### src/rtl/uart_tx_sniffer_if.sv
// Byte stream handshake from the UART sniffer to its consumer.
// master drives valid/data, slave drives ready.
interface uart_tx_sniffer_if;
    logic       out_valid;
    logic       out_ready;
    logic [7:0] out_data;

    modport master (
        output out_valid,
        output out_data,
        input  out_ready
    );

    modport slave (
        input  out_valid,
        input  out_data,
        output out_ready
    );
endinterface

### src/rtl/uart_tx_sniffer.sv
// Passive 8N1 decoder of a UART TX pin feeding a small FWFT byte FIFO.
// Define UART_SNIFF_MAJORITY_EN for 3-sample majority voting per bit.
module uart_tx_sniffer #(
    parameter int DIV        = 16,
    parameter int FIFO_DEPTH = 4
) (
    input  logic                 clock,
    input  logic                 reset,
    input  logic                 rxd,
    uart_tx_sniffer_if.master    stream,
    output logic                 frame_err,
    output logic                 overflow,
    output logic                 busy
);

    localparam int AW = $clog2(FIFO_DEPTH);
    localparam int CW = $clog2(DIV) + 1;

`ifdef UART_SNIFF_MAJORITY_EN
    localparam int LAG = 1;
`else
    localparam int LAG = 0;
`endif

    // Last counter value of each phase; majority voting decides one cycle later.
    localparam logic [CW-1:0] START_LAST = CW'(DIV / 2 - 1 + LAG);
    localparam logic [CW-1:0] BIT_LAST   = CW'(DIV - 1);
    localparam logic [AW:0]   FULL       = (AW + 1)'(FIFO_DEPTH);

    typedef enum logic [2:0] {
        IDLE,
        START,
        DATA,
        STOP,
        BREAK
    } state_t;

    logic sync1;
    logic rxs;
    logic hist1;
    logic samp;

`ifdef UART_SNIFF_MAJORITY_EN
    logic hist2;

    // Synchronize rxd and keep two cycles of history for the vote.
    always_ff @(posedge clock) begin
        if (reset) begin
            sync1 <= 1'b1;
            rxs   <= 1'b1;
            hist1 <= 1'b1;
            hist2 <= 1'b1;
        end else begin
            sync1 <= rxd;
            rxs   <= sync1;
            hist1 <= rxs;
            hist2 <= hist1;
        end
    end

    assign samp = (rxs & hist1) | (rxs & hist2) | (hist1 & hist2);
`else
    // Synchronize rxd and keep the previous value for edge detection.
    always_ff @(posedge clock) begin
        if (reset) begin
            sync1 <= 1'b1;
            rxs   <= 1'b1;
            hist1 <= 1'b1;
        end else begin
            sync1 <= rxd;
            rxs   <= sync1;
            hist1 <= rxs;
        end
    end

    assign samp = rxs;
`endif

    state_t        state_q;
    state_t        state_d;
    logic [CW-1:0] cnt_q;
    logic [CW-1:0] cnt_d;
    logic [2:0]    bit_q;
    logic [2:0]    bit_d;
    logic [7:0]    shift_q;
    logic [7:0]    shift_d;
    logic          push;
    logic          ferr_d;

    // Decoder state, bit timer, bit index and shift register.
    always_ff @(posedge clock) begin
        if (reset) begin
            state_q <= IDLE;
            cnt_q   <= '0;
            bit_q   <= '0;
            shift_q <= '0;
        end else begin
            state_q <= state_d;
            cnt_q   <= cnt_d;
            bit_q   <= bit_d;
            shift_q <= shift_d;
        end
    end

    // Next-state logic: start detect, mid-bit sampling, stop check.
    always_comb begin
        state_d = state_q;
        cnt_d   = cnt_q + CW'(1);
        bit_d   = bit_q;
        shift_d = shift_q;
        push    = 1'b0;
        ferr_d  = 1'b0;
        unique case (state_q)
            IDLE: begin
                cnt_d = '0;
                if (!rxs && hist1) begin
                    state_d = START;
                end
            end
            START: begin
                if (cnt_q == START_LAST) begin
                    cnt_d = '0;
                    if (samp) begin
                        state_d = IDLE;
                    end else begin
                        state_d = DATA;
                        bit_d   = '0;
                    end
                end
            end
            DATA: begin
                if (cnt_q == BIT_LAST) begin
                    cnt_d   = '0;
                    shift_d = {samp, shift_q[7:1]};
                    if (bit_q == 3'd7) begin
                        state_d = STOP;
                    end else begin
                        bit_d = bit_q + 3'd1;
                    end
                end
            end
            STOP: begin
                if (cnt_q == BIT_LAST) begin
                    cnt_d = '0;
                    if (samp) begin
                        push    = 1'b1;
                        state_d = IDLE;
                    end else begin
                        ferr_d  = 1'b1;
                        state_d = BREAK;
                    end
                end
            end
            BREAK: begin
                cnt_d = '0;
                if (rxs) begin
                    state_d = IDLE;
                end
            end
            default: begin
                cnt_d   = '0;
                state_d = IDLE;
            end
        endcase
    end

    assign busy = (state_q != IDLE);

    // Framing error is a registered single-cycle pulse.
    always_ff @(posedge clock) begin
        if (reset) begin
            frame_err <= 1'b0;
        end else begin
            frame_err <= ferr_d;
        end
    end

    logic [7:0]    mem [FIFO_DEPTH];
    logic [AW-1:0] wr_q;
    logic [AW-1:0] rd_q;
    logic [AW:0]   count_q;
    logic          pop;
    logic          full;
    logic          accept;

    assign pop    = (count_q != '0) && stream.out_ready;
    assign full   = (count_q == FULL);
    // A push into a full FIFO survives only if the head leaves this cycle.
    assign accept = push && (!full || pop);

    // FIFO storage, pointers, occupancy and the sticky overflow flag.
    always_ff @(posedge clock) begin
        if (reset) begin
            for (int i = 0; i < FIFO_DEPTH; i++) begin
                mem[i] <= '0;
            end
            wr_q     <= '0;
            rd_q     <= '0;
            count_q  <= '0;
            overflow <= 1'b0;
        end else begin
            if (accept) begin
                mem[wr_q] <= shift_q;
                wr_q      <= wr_q + AW'(1);
            end
            if (pop) begin
                rd_q <= rd_q + AW'(1);
            end
            unique case ({accept, pop})
                2'b10:   count_q <= count_q + (AW + 1)'(1);
                2'b01:   count_q <= count_q - (AW + 1)'(1);
                default: count_q <= count_q;
            endcase
            if (push && !accept) begin
                overflow <= 1'b1;
            end
        end
    end

    assign stream.out_valid = (count_q != '0);
    assign stream.out_data  = mem[rd_q];

endmodule

### src/flat_wrapper.sv
// flat-port wrapper written by rule: the top's interface ports become plain ports
module uart_tx_sniffer_flat 
#(
    parameter int DIV        = 16,
    parameter int FIFO_DEPTH = 4
)
  (clock, reset, rxd, frame_err, overflow, busy, stream_out_valid, stream_out_data, stream_out_ready);
  uart_tx_sniffer_if stream_i ();
  input  logic clock;
  input  logic reset;
  input  logic rxd;
  output logic frame_err;
  output logic overflow;
  output logic busy;
  output wire logic [$bits(stream_i.out_valid)-1:0] stream_out_valid;
  output wire logic [$bits(stream_i.out_data)-1:0] stream_out_data;
  input wire logic [$bits(stream_i.out_ready)-1:0] stream_out_ready;
  assign stream_out_valid = stream_i.out_valid;
  assign stream_out_data = stream_i.out_data;
  assign stream_i.out_ready = stream_out_ready;
  uart_tx_sniffer #(.DIV(DIV), .FIFO_DEPTH(FIFO_DEPTH)) u_core (.clock(clock), .reset(reset), .rxd(rxd), .stream(stream_i), .frame_err(frame_err), .overflow(overflow), .busy(busy));
endmodule
### config.mk
export PLATFORM = sky130hd
export DESIGN_NAME = uart_tx_sniffer_flat
export DESIGN_NICKNAME = d
export VERILOG_FILES = /design/src/rtl/uart_tx_sniffer_if.sv /design/src/rtl/uart_tx_sniffer.sv /design/src/flat_wrapper.sv
export SDC_FILE = /design/constraint.sdc
export NUM_CORES = 1
export LEC_CHECK = 0
export CELL_PAD_IN_SITES_DETAIL_PLACEMENT = 0
export CELL_PAD_IN_SITES_GLOBAL_PLACEMENT = 1
export CORE_MARGIN = 2
export CORE_UTILIZATION = 30
export CTS_BUF_LIST = sky130_fd_sc_hd__clkbuf_16
export CTS_CLUSTER_SIZE = 24
export DETAILED_ROUTE_END_ITERATION = 6
export MAX_ROUTING_LAYER = met4
export PLACE_DENSITY = 0.52
export SLEW_MARGIN = 40
export SYNTH_ARGS = -nofsm -noshare
export SYNTH_HDL_FRONTEND = slang
export SYNTH_SLANG_ARGS = --single-unit
### constraint.sdc
create_clock -name clock -period 4.2 [get_ports clock]
set_input_delay 0.84 -clock clock [delete_from_list [all_inputs] [get_ports clock]]
set_output_delay 0.84 -clock clock [all_outputs]
set_load 0.03 [all_outputs]
# Yosys cells after proc, flatten, opt, wreduce, memory -nomap -nowiden
# Memory sizes are Yosys's and may differ from the RTL's. A register that Yosys moved wholly into a read port is not among the register bits.
# Cells that the tools add are included.
dict set report totals {
  ff_bits 31
  ramBits 32
  input_bits 4
  output_inout_bits 12
  word_cells 90
  mem_count 1
}
# name words word_bits read_ports rd_ports_with_merged_regs write_ports line
set memory_table {}
lappend memory_table {u_core.mem 4 8 1 1 4 uart_tx_sniffer.sv:178} ;# logic [7:0] mem [FIFO_DEPTH];
dict set report op_classes {
  add_sub_neg 6
  n_eq_ne 18
  muxes 32
  n_bitwise 2
  reduce_logical 19
}
# op count
set ops {}
lappend ops {{$mux W3} 11}
lappend ops {{$pmux W3 S5} 1}
lappend ops {{$ne A2 B1 Y1 const B} 6}
lappend ops {{$pmux W3 S2} 2}
lappend ops {{$mux W1} 10}
lappend ops {{$mux W5} 2}
lappend ops {{$pmux W5 S2} 1}
lappend ops {{$eq A3 B3 Y1 const B} 3}
lappend ops {{$mux W2} 4}
lappend ops {{$mux W8} 1}
lappend ops {{$reduce_or A8 Y1} 1}
lappend ops {{$add A3 B1 Y3 const B} 2}
lappend ops {{$eq A3 B2 Y1 const B} 2}
lappend ops {{$reduce_and A6 Y1} 1}
lappend ops {{$reduce_bool A3 Y1} 2}
lappend ops {{$add A5 B1 Y5 const B} 1}
lappend ops {{$eq A5 B3 Y1 const B} 1}
lappend ops {{$eq A5 B4 Y1 const B} 1}
lappend ops {{$reduce_and A5 Y1} 1}
lappend ops {{$add A2 B1 Y2 const B} 2}
lappend ops {{$logic_and A1 B1 Y1} 4}
lappend ops {{$ne A2 B2 Y1 const B} 2}
lappend ops {{$reduce_bool A2 Y1} 2}
lappend ops {{$eq A3 B1 Y1 const B} 1}
lappend ops {{10 further kinds} 13}

# Depth between registers and ports, before layout
# Gate-level depths: netlist (run 1).
dict set report depth {
  depth_word 9
  mapped_depth 12
  depth_no_buf 11
}

# Least setup slack after synthesis (run 1)
# Ideal clock, no wire load.
dict set report synth_timing {
  path_kind {register to register}
  startpoint {register u_core.cnt_q[0]}
  endpoint {register u_core.count_q[1]}
  setup_time_ps 95
  t_arrival_ps 2437
  slack_ps 1667
  stages_incl_launch_ff 11
  n_path_buf 1
  period_less_slack_ps 2533
  path_cell_list {dfxtp_1 > ha_1 > and3_1 > ha_1 > and4b_1 > buf_4 > nand2_2 > nand2_1 > fa_1 > a221o_1 > a221oi_1}
}
dict set report synth_between {
  elab_chain_cells 6
}
# item line
set synth_rtl {}
lappend synth_rtl {{start, declared} uart_tx_sniffer.sv:81} ;# logic [CW-1:0] cnt_q;
lappend synth_rtl {{start signal, assigned} uart_tx_sniffer.sv:99} ;# cnt_q <= cnt_d;
lappend synth_rtl {{$eq A5 B4 Y1 (*)} uart_tx_sniffer.sv:143} ;# if (cnt_q == BIT_LAST) begin
lappend synth_rtl {{$mux W1 (*)} uart_tx_sniffer.sv:143}
lappend synth_rtl {{$mux W1 (*)} uart_tx_sniffer.sv:113} ;# unique case (state_q)
lappend synth_rtl {{$logic_and A1 B1 Y1 (*)} uart_tx_sniffer.sv:189} ;# assign accept = push && (!full || pop);
lappend synth_rtl {{$eq A2 B1 Y1 / $eq A2 B2 Y1 (equally long branches)} uart_tx_sniffer.sv:209} ;# unique case ({accept, pop})
lappend synth_rtl {{$pmux W3 S2 / $reduce_bool A2 Y1 (equally long branches)} n/a}
lappend synth_rtl {{end signal, assigned} uart_tx_sniffer.sv:210} ;# 2'b10: count_q <= count_q + (AW + 1)'(1);
lappend synth_rtl {{end signal, assigned} uart_tx_sniffer.sv:211} ;# 2'b01: count_q <= count_q - (AW + 1)'(1);
lappend synth_rtl {{end signal, assigned} uart_tx_sniffer.sv:212} ;# default: count_q <= count_q;
lappend synth_rtl {{end, declared} uart_tx_sniffer.sv:181} ;# logic [AW:0] count_q;
# Mark *: on every way between the ends. The rest lies on a longest branch, timed or not.
# A chain may end at the register's enable or synchronous reset.

==> run metrics, run 1 <==
Final Routed Wirelength=5.80 mm; Fmax=331 MHz; global route overflow=0; Pre-antenna DRT Iters=4; DIE AREA=10700 sq um; adder-cell share of the synthesized area=2.79%; critical path, cell by cell=mux4_2, clkdlybuf4s50_1; Post-Syn Instances=261; num rows=36; vias in the first global route=1990; pre-CTS WS=1.14 ns; starting density of the core=30.6%; Iter 0 DRT Violations=63; drt drc=0; multiplexer share of the synthesized area=7.10%; clk sinks=65; Top Ports=16; Die Span X=103 microns; CP delay by family, top=flip-flops; core box area=9680 sq um; post-synthesis simple-gate area fraction=21.5%; antenna-violating nets left=0; # nets final=289; CTS resizes=0; routability cong.=0.729; TritonCTS clock tree=done; main combinational cell family by area after synthesis=simple AND/OR/NAND/NOR gates; Inserted Diodes=0; # port buffers=15; Synth Area in Compound Gates=8.58%; synthesis-to-finish area growth=19.7%; share of cells above drive strength 1=14.1%; WL/cell=13.9 microns; CP max-delay cell=dfxtp_1; status=finished clean; Post-Syn Nets=271; slew margin rel.=56.6%; Syn Std Cell Area=2960 sq um; Post-CTS Setup Inserts=0; Crit Path Max Fanout=8; worst clock skew=0.00529 ns; worst min-delay path category=register to register; Setup WS post-layout=1.18 ns; Slew @ Worst Pin=0.648 ns; post-DR vias/cell=4.58; Skew-Pair Late Insertion Delay=0.32 ns; critical path class=register to primary output; total global-route track usage=13.0%; via count=1911; setup_tns=0 ns; filler instances=975; nature of the critical path endpoint=primary output; Final Critical Period=3.02 ns; synth warn=0; Worst setup SP type=register; Power Dens Cells=412 nW/um^2; global-route wire length before repair=9.94 mm; CTS buffer count=9; max-cap violations=0; maximum clock path buffer count=2; final instance area=3540 sq um; Final Hold Viols=0; fin. max-slew vios=0; Die H=103 microns; post-route core utilization=36.6%; dpl hpwl=3.96 mm; clock root buffer=clkbuf_16; clk slew on worst S/H paths=0.05 ns; syn avg cell area=11.3 sq um; Main synth FF type=dfxtp_1; RSZ-0062 raised after global routing=no; largest net degree at the start of global routing=17; initial antenna violation count=0; Post-Synth XOR/XNOR Area=1.78%; library cells used by synthesis=56; Critical Path AT=2.18 ns; sequential fraction of the synthesis area=54.8%; Async SR Flop Fraction=0%; Post-CTS Hold Fix Bufs=0; placed insts=401; EDFF count, synth=32; Final period util=71.9%; synthesized flop and latch total=65; Non-Filler Instances=417; final setup fails=0; Buf/Inv on CP=1; critical path required time=3.36 ns; H-tree levels=3; dpl cell area=3250 sq um; peak supply drop=0.000205 V; P_leak=1.22 nW; CP max stage delay=0.68 ns
-- worst register-to-register path: stages (launching register included) --
cell and delay [ns]:
dfxtp_1 0.35, ha_1 0.21, and3_1 0.20, ha_1 0.23, and4b_1 0.52, nand2_2 0.13, nand2_1 0.11, fa_1 0.44
a221o_1 0.36, a221oi_1 0.23
-- cells in the mapped netlist, types with 4 or more instances --
cell      number  area [sq um]
o21ai_0        7          35.0
nand2_1       29           109
edfxtp_1      32           961
and2_1        33           206
xor2_1         4          35.0
nor2_1        18          67.6
nand3_1        5          25.0
mux4_2         8           180
dfxtp_1       33           661
inv_1         10          37.5
a21oi_1       11          55.1
clkbuf_1       7          26.3
ha_1           5          62.6
-- flip-flops by register name (all words and copies together) (netlist names), 2 cells and up, named ones only --
name            flops
u_core.rd_q         2
u_core.count_q      3
u_core.state_q      3
u_core.bit_q        3
u_core.wr_q         2
u_core.mem         32
u_core.cnt_q        5
u_core.shift_q      8
-- power by group --
part	internal, mW	leakage, nW	switching, mW
logic	0.0232	0.510	0.0319
registers	0.682	0.570	0.00799
clock network	0.452	0.140	0.262
total	1.16	1.22	0.302
-- kinds of logic after synthesis --
logic type               after synthesis
flip-flops                            65
multiplexers                          11
buffers and inverters                 23
AO/OA/AOI/OAI                         37
XOR/XNOR                               6
AND/OR/NAND/NOR                      113
adder cells (fa/ha/maj)                6
-- path summary, 6_finish.rpt --
path | startpoint | end | slack, ns | cells after the start
min | u_core.sync1$_SDFF_PP1_ | u_core.rxs$_SDFF_PP1_ | 0.41 | 1
min reg2reg | u_core.sync1$_SDFF_PP1_ | u_core.rxs$_SDFF_PP1_ | 0.41 | 1
max reg2reg | u_core.cnt_q[0]$_SDFF_PP0_ | u_core.count_q[1]$_SDFFE_PP0P_ | 1.34 | 9
max | register | stream_out_data[1] | 1.18 | 2
-- per-layer routing --
metal  vias up  share of wire (%)  GRT usage [%]
met5         -                  0              -
met4         0                1.4           6.07
met3         7                2.2           2.42
met2        24                 47           20.8
met1       901                 50           15.9
li1        979                  -              -
-- final cells by class --
type	count	area (sq um)	area share, %
multi-input combinational	173	1240	35.0
inverter	10	37.5	1.06
tap	133	166	4.70
clock inverter	7	62.6	1.77
sequential	65	1620	45.8
timing repair buffer	20	188	5.30
clock buffer	9	225	6.36
-- metrics by stage --
step / total power [mW] / hold WS (ns)
detailed placement: 0.760 / 0.393
global placement: 0.760 / 0.394
CTS: 1.48 / 0.405
finish: 1.46 / 0.406
floorplan: 0.735 / 0.389
global route: 1.51 / 0.426
-- layout by cell type, fill, tap and decap left out, types with 7 or more instances in the layout --
cell	n
o21ai_0	7
nor2_1	18
and2_1	33
nand2_1	29
inv_1	11
edfxtp_1	32
clkdlybuf4s50_1	15
mux4_2	8
clkbuf_16	9
a21oi_1	11
dfxtp_1	33
Note: power is estimated with default switching activity, not from simulation.
==> run 2: changes to the inputs <==
Settings changed: PLACE_DENSITY 0.52 to 0.54.
Clock period 4.2 ns to 2.6 ns, I/O delays scaled along.
==> run metrics, run 2 (same netlist as run 1, synthesis figures left out) <==
P_leak=1.28 nW (+5.3%); # nets final=302 (+4.5%); fin. max-slew vios=0 (unchanged); drt drc=0 (unchanged); synthesis-to-finish area growth=23.8%; Seq pwr share=45.7% (-1.6 points); RSZ-0062 raised after global routing=no; # port buffers=15 (unchanged); largest net degree at the start of global routing=16 (-1); WL/cell=14.1 microns (+1.4%); global route overflow=0 (unchanged); Final Routed Wirelength=6.06 mm (+4.5%); combinational power share=4.1% (+0.3 points); nature of the critical path endpoint=primary output; vias in the first global route=1947 (-2.2%); worst min-delay path category=register to register; commonest non-fill, non-tap cells in the layout=and2_1, dfxtp_1, edfxtp_1; Slew @ Worst Pin=0.573 ns (-0.0754 ns); clk slew on worst S/H paths=0.06 ns (about the same); max reg flops=32 (unchanged); Switching Power=536 uW (+78%); clock root buffer=clkbuf_16; Pre-antenna DRT Iters=4 (unchanged); hold_ws=0.408 ns (+0.00156 ns); Crit Path Max Fanout=8 (unchanged); Final period util=96.2%; post-route core utilization=37.8% (+1.3 points); Iter 0 DRT Violations=36 (-43%); starting density of the core=30.6% (unchanged); Reg2Reg Launch Point=u_core.cnt_q[0]$_SDFF_PP0_; setup_tns=0 ns (unchanged); biggest regs=u_core.mem (32), u_core.shift_q (8), u_core.cnt_q (5); Die Span X=103 microns (unchanged); Die H=103 microns (unchanged); clk sinks=65 (unchanged); max-cap violations=0 (unchanged); status=finished clean; slew margin rel.=61.6% (+5.0 points); antenna-violating nets left=0 (unchanged); via count=1974 (+3.3%); Switching Fraction=22.1% (+1.4 points); critical path class=register to primary output; critical path required time=2.08 ns (-1.28 ns); H-tree levels=3 (unchanged); global-route wire length before repair=9.93 mm (about the same); Non-Filler Instances=430 (+3.1%); Clock Power Share=50.2% (+1.2 points); Inserted Diodes=0 (unchanged); final setup fails=0 (unchanged); TritonCTS clock tree=done; Fmax=400 MHz; num rows=36 (unchanged); Final Critical Period=2.50 ns; CTS buffer count=9 (unchanged); Power Dens Cells=663 nW/um^2 (+61%); post-DR vias/cell=4.59 (+0.17%); Top Ports=16 (unchanged); DIE AREA=10700 sq um (unchanged); maximum clock path buffer count=2 (unchanged); Power Total=2.43 mW (+66%); largest register by flop count=u_core.mem; share of cells above drive strength 1=19.9% (+5.8 points); dpl hpwl=4.08 mm (+2.8%); peak supply drop=0.000321 V (+57%); core box area=9680 sq um (unchanged); Critical Path AT=1.98 ns (-0.20 ns); placed insts=413 (+3.0%); initial antenna violation count=0 (unchanged); Worst setup SP type=register; total global-route track usage=13.0% (+0.089 points); Hold Path Origin=u_core.sync1$_SDFF_PP1_; cell internal pwr=1.89 mW (+64%); worst clock skew=0.00693 ns (+0.00164 ns); Skew-Pair Late Insertion Delay=0.33 ns (about the same); routability cong.=0.695 (-4.6%); Final Hold Viols=0 (unchanged)
[run 2: changes by cell type in the layout (fill, tap and decap cells not counted), sizes merged]
cell / before / now
buf: 5 / 18
inv: 11 / 12
clkinvlp: 2 / 1
[run 2: critical path, stage by stage, from the launching register on]
cell,delay [ns]
dfxtp_1,0.31
buf_4,0.21
mux4_2,0.53
clkdlybuf4s50_1,0.61
[run 2: repair_timing]
| action | 4_1_cts | 5_1_grt |
|---|---|---|
| hold buffers | 0 | 0 |
| buffers inserted | 0 | 1 |
| gates resized for setup | 0 | 5 |
| endpoints found under the setup margin | 0 | 2 |
[run 2: power groups by stage]
stage / clock network [mW] / logic, mW / registers (mW)
global route: 1.29 / 0.108 / 1.11
floorplan: 0 / 0.0587 / 1.13
detailed placement: 0 / 0.101 / 1.13
global placement: 0 / 0.101 / 1.13
finish: 1.22 / 0.0994 / 1.11
CTS: 1.26 / 0.101 / 1.11
[run 2: path summary, 6_finish.rpt]
path         slack, ns  cells past startpoint                        endpoint
min               0.41                      1           u_core.rxs$_SDFF_PP1_
min reg2reg       0.41                      1           u_core.rxs$_SDFF_PP1_
max reg2reg       0.16                      9  u_core.count_q[2]$_SDFFE_PP0P_
max                0.1                      3              stream_out_data[7]
[run 2: final cells by class]
cell class,count,area (sq um)
Tap cell,133,166
Multi-Input combinational cell,173,1250
Sequential cell,65,1620
Inverter,10,37.5
Fill cell,955,6020
Clock inverter,7,77.6
Timing Repair Buffer,33,285
Clock buffer,9,225
[run 2: per-layer routing]
metal  up-vias  GRT usage [%]  routed length (microns)
li1        993              -                        -
met1       944           15.1                     2790
met2        27           21.1                     2970
met3        10           3.76                      189
met4         0           5.77                      116
met5         -              -                        0
[run 2: stage by stage]
| stage | cell area, sq um | setup slack, ns |
|---|---|---|
| floorplan | 2960 | 0.0673 |
| global placement | 3340 | 0.132 |
| detailed placement | 3340 | 0.0761 |
| CTS | 3640 | 0.0679 |
| global route | 3660 | 0.0107 |
| finish | 3660 | 0.0979 |
==> run 3: changes to the inputs <==
Settings changed: PLACE_DENSITY 0.54 to 0.52.
Clock period 2.6 ns to 2.4 ns, I/O delays scaled along.
==> run metrics, run 3 (same netlist as run 1, synthesis figures left out) <==
Post-CTS Hold Fix Bufs=0 (unchanged); max reg flops=32 (unchanged); combinational power share=4.2% (about the same); Final Critical Period=2.32 ns; cell internal pwr=1.93 mW (+2.1%); CP max stage delay=0.45 ns (-0.16 ns); Power Total=2.50 mW (+3.0%); Non-Filler Instances=440 (+2.3%); Fmax=431 MHz; Inserted Diodes=0 (unchanged); H-tree levels=3 (unchanged); WL/cell=14.0 microns (-0.60%); clk sinks=65 (unchanged); CP max-delay cell=fa_2; reg-to-reg slack, setup=0.08 ns (-0.08 ns); core box area=9680 sq um (unchanged); Reg-to-Reg End=u_core.count_q[1]$_SDFFE_PP0P_; biggest regs=u_core.mem (32), u_core.shift_q (8), u_core.cnt_q (5); Die Span X=103 microns (unchanged); Switching Power=569 uW (+6.2%); Top Ports=16 (unchanged); Skew-Pair Late Insertion Delay=0.33 ns (about the same); placed insts=422 (+2.2%); dpl cell area=3440 sq um (+3.1%); critical path required time=2.64 ns (+0.56 ns); Final Hold Viols=0 (unchanged); critical path, cell by cell=ha_4, and3_4, ha_4, and4b_1, nand2_2, nand2_2, fa_2, a221o_1, a221oi_2; hold_ws=0.408 ns (+0.000372 ns); Hold Path Origin=u_core.sync1$_SDFF_PP1_; routability cong.=0.730 (+4.9%); post-DR vias/cell=4.58 (-0.29%); Final Routed Wirelength=6.17 mm (+1.7%); worst min-delay path category=register to register; antenna-violating nets left=0 (unchanged); drt drc=0 (unchanged); final setup fails=0 (unchanged); clock root buffer=clkbuf_16; Die H=103 microns (unchanged); final instance area=3760 sq um (+2.6%); setup_tns=0 ns (unchanged); total global-route track usage=13.6% (+0.56 points); largest net degree at the start of global routing=30 (+14); Final period util=96.7%; post-route core utilization=38.8% (+0.98 points); fin. max-slew vios=0 (unchanged); maximum clock path buffer count=2 (unchanged); Switching Fraction=22.8% (+0.68 points); commonest non-fill, non-tap cells in the layout=and2_1, edfxtp_1, dfxtp_1; slew margin rel.=64.3% (+2.7 points); Worst setup SP type=register; Reg2Reg Launch Point=u_core.cnt_q[1]$_SDFF_PP0_; Crit Path Max Fanout=3 (-5); worst clock skew=0.00515 ns (-0.00178 ns); largest register by flop count=u_core.mem; Seq pwr share=48.1% (+2.4 points); Critical Path AT=2.56 ns (+0.58 ns); # nets final=312 (+3.3%); Iter 0 DRT Violations=63 (+75%); nature of the critical path endpoint=register; Pre-antenna DRT Iters=4 (unchanged); cells on worst reg2reg path=9 (unchanged); Power Dens Cells=665 nW/um^2 (+0.38%); TritonCTS clock tree=done; DIE AREA=10700 sq um (unchanged); RSZ-0062 raised after global routing=yes; critical path class=register to register; P_leak=1.34 nW (+4.4%); num rows=36 (unchanged); Setup WS post-layout=0.0792 ns (-0.0187 ns); peak supply drop=0.000276 V (-14%); pre-CTS WS=-0.0401 ns (-0.116 ns); initial antenna violation count=0 (unchanged); Slew @ Worst Pin=0.531 ns (-0.0421 ns); global-route wire length before repair=10.3 mm (+3.5%); synthesis-to-finish area growth=27.1%; most common cell after layout, fill and taps aside=and2_1; clk slew on worst S/H paths=0.06 ns (about the same); share of cells above drive strength 1=23.8% (+3.9 points); CTS buffer count=9 (unchanged); starting density of the core=30.6% (unchanged); via count=2014 (+2.0%); Hold EP=u_core.rxs$_SDFF_PP1_; Clock Power Share=47.7% (-2.5 points); Hold Crit Depth=1 (unchanged); dpl hpwl=4.07 mm (-0.15%); status=finished clean; vias in the first global route=1973 (+1.3%); max-cap violations=0 (unchanged); # port buffers=15 (unchanged); global route overflow=0 (unchanged)
==> run 3: cell types whose count changed in the layout (fill, tap and decap cells not counted), sizes merged <==
cell           delta
bufinv            -1
clkinvlp          +1
clkdlybuf4s50     -8
buf              +10
clkinv            +1
dlygate4sd2       +8
inv               -1
==> run 3: worst max-delay path: cells and delay by family (launching register included) <==
family / cells / cell delay [ns]
DFF: 1 / 0.35
adders and majority gates: 3 / 0.70
AOI/OAI and AO/OA: 2 / 0.58
and+or+nand+nor: 4 / 0.60
==> run 3: layer usage <==
metal | up-vias | GRT usage, % | wire length [microns]
met1 | 963 | 16.0 | 2850
met4 | 0 | 4.86 | 40
li1 | 1017 | - | -
met5 | - | - | 0
met3 | 4 | 4.23 | 224
met2 | 30 | 22.1 | 3060
==> run 3: power by group through the flow <==
stage               clock network (mW)  logic, mW  registers, mW
global placement                     0      0.113           1.23
detailed placement                   0      0.113           1.23
global route                      1.28      0.116           1.20
finish                            1.19      0.106           1.20
floorplan                            0     0.0642           1.22
CTS                               1.23      0.108           1.20
==> run 3: worst max-delay path by stage <==
stage	endpoint	startpoint	slack, ns	depth (start not counted)
final	u_core.count_q[1]$_SDFFE_PP0P_	u_core.cnt_q[1]$_SDFF_PP0_	0.08	9
after global routing	u_core.count_q[1]$_SDFFE_PP0P_	u_core.cnt_q[1]$_SDFF_PP0_	-0.03	9
after CTS	u_core.mem[3][2]$_DFFE_PP_	u_core.cnt_q[1]$_SDFF_PP0_	0.0009	8
after detailed placement	u_core.count_q[1]$_SDFFE_PP0P_	u_core.cnt_q[1]$_SDFF_PP0_	-0.04	9
after global placement	u_core.count_q[1]$_SDFFE_PP0P_	u_core.cnt_q[0]$_SDFF_PP0_	0.02	9
after floorplan	u_core.count_q[1]$_SDFFE_PP0P_	u_core.cnt_q[0]$_SDFF_PP0_	-0.07	10
==> run 3: repair_timing <==
item | 4_1_cts | 5_1_grt
pin swaps | 2 | 5
resized for setup | 12 | 5
endpoints found under the setup margin | 12 | 12
buffers inserted | 1 | 1
==> run 3: cell type report <==
cell class	count	area, sq um
multi-input cells	173	1280
well taps	133	166
flip-flops and latches	65	1620
fillers	948	5920
inverters	10	37.5
repair buffers	43	375
clock inverters	7	46.3
clock buffers	9	225
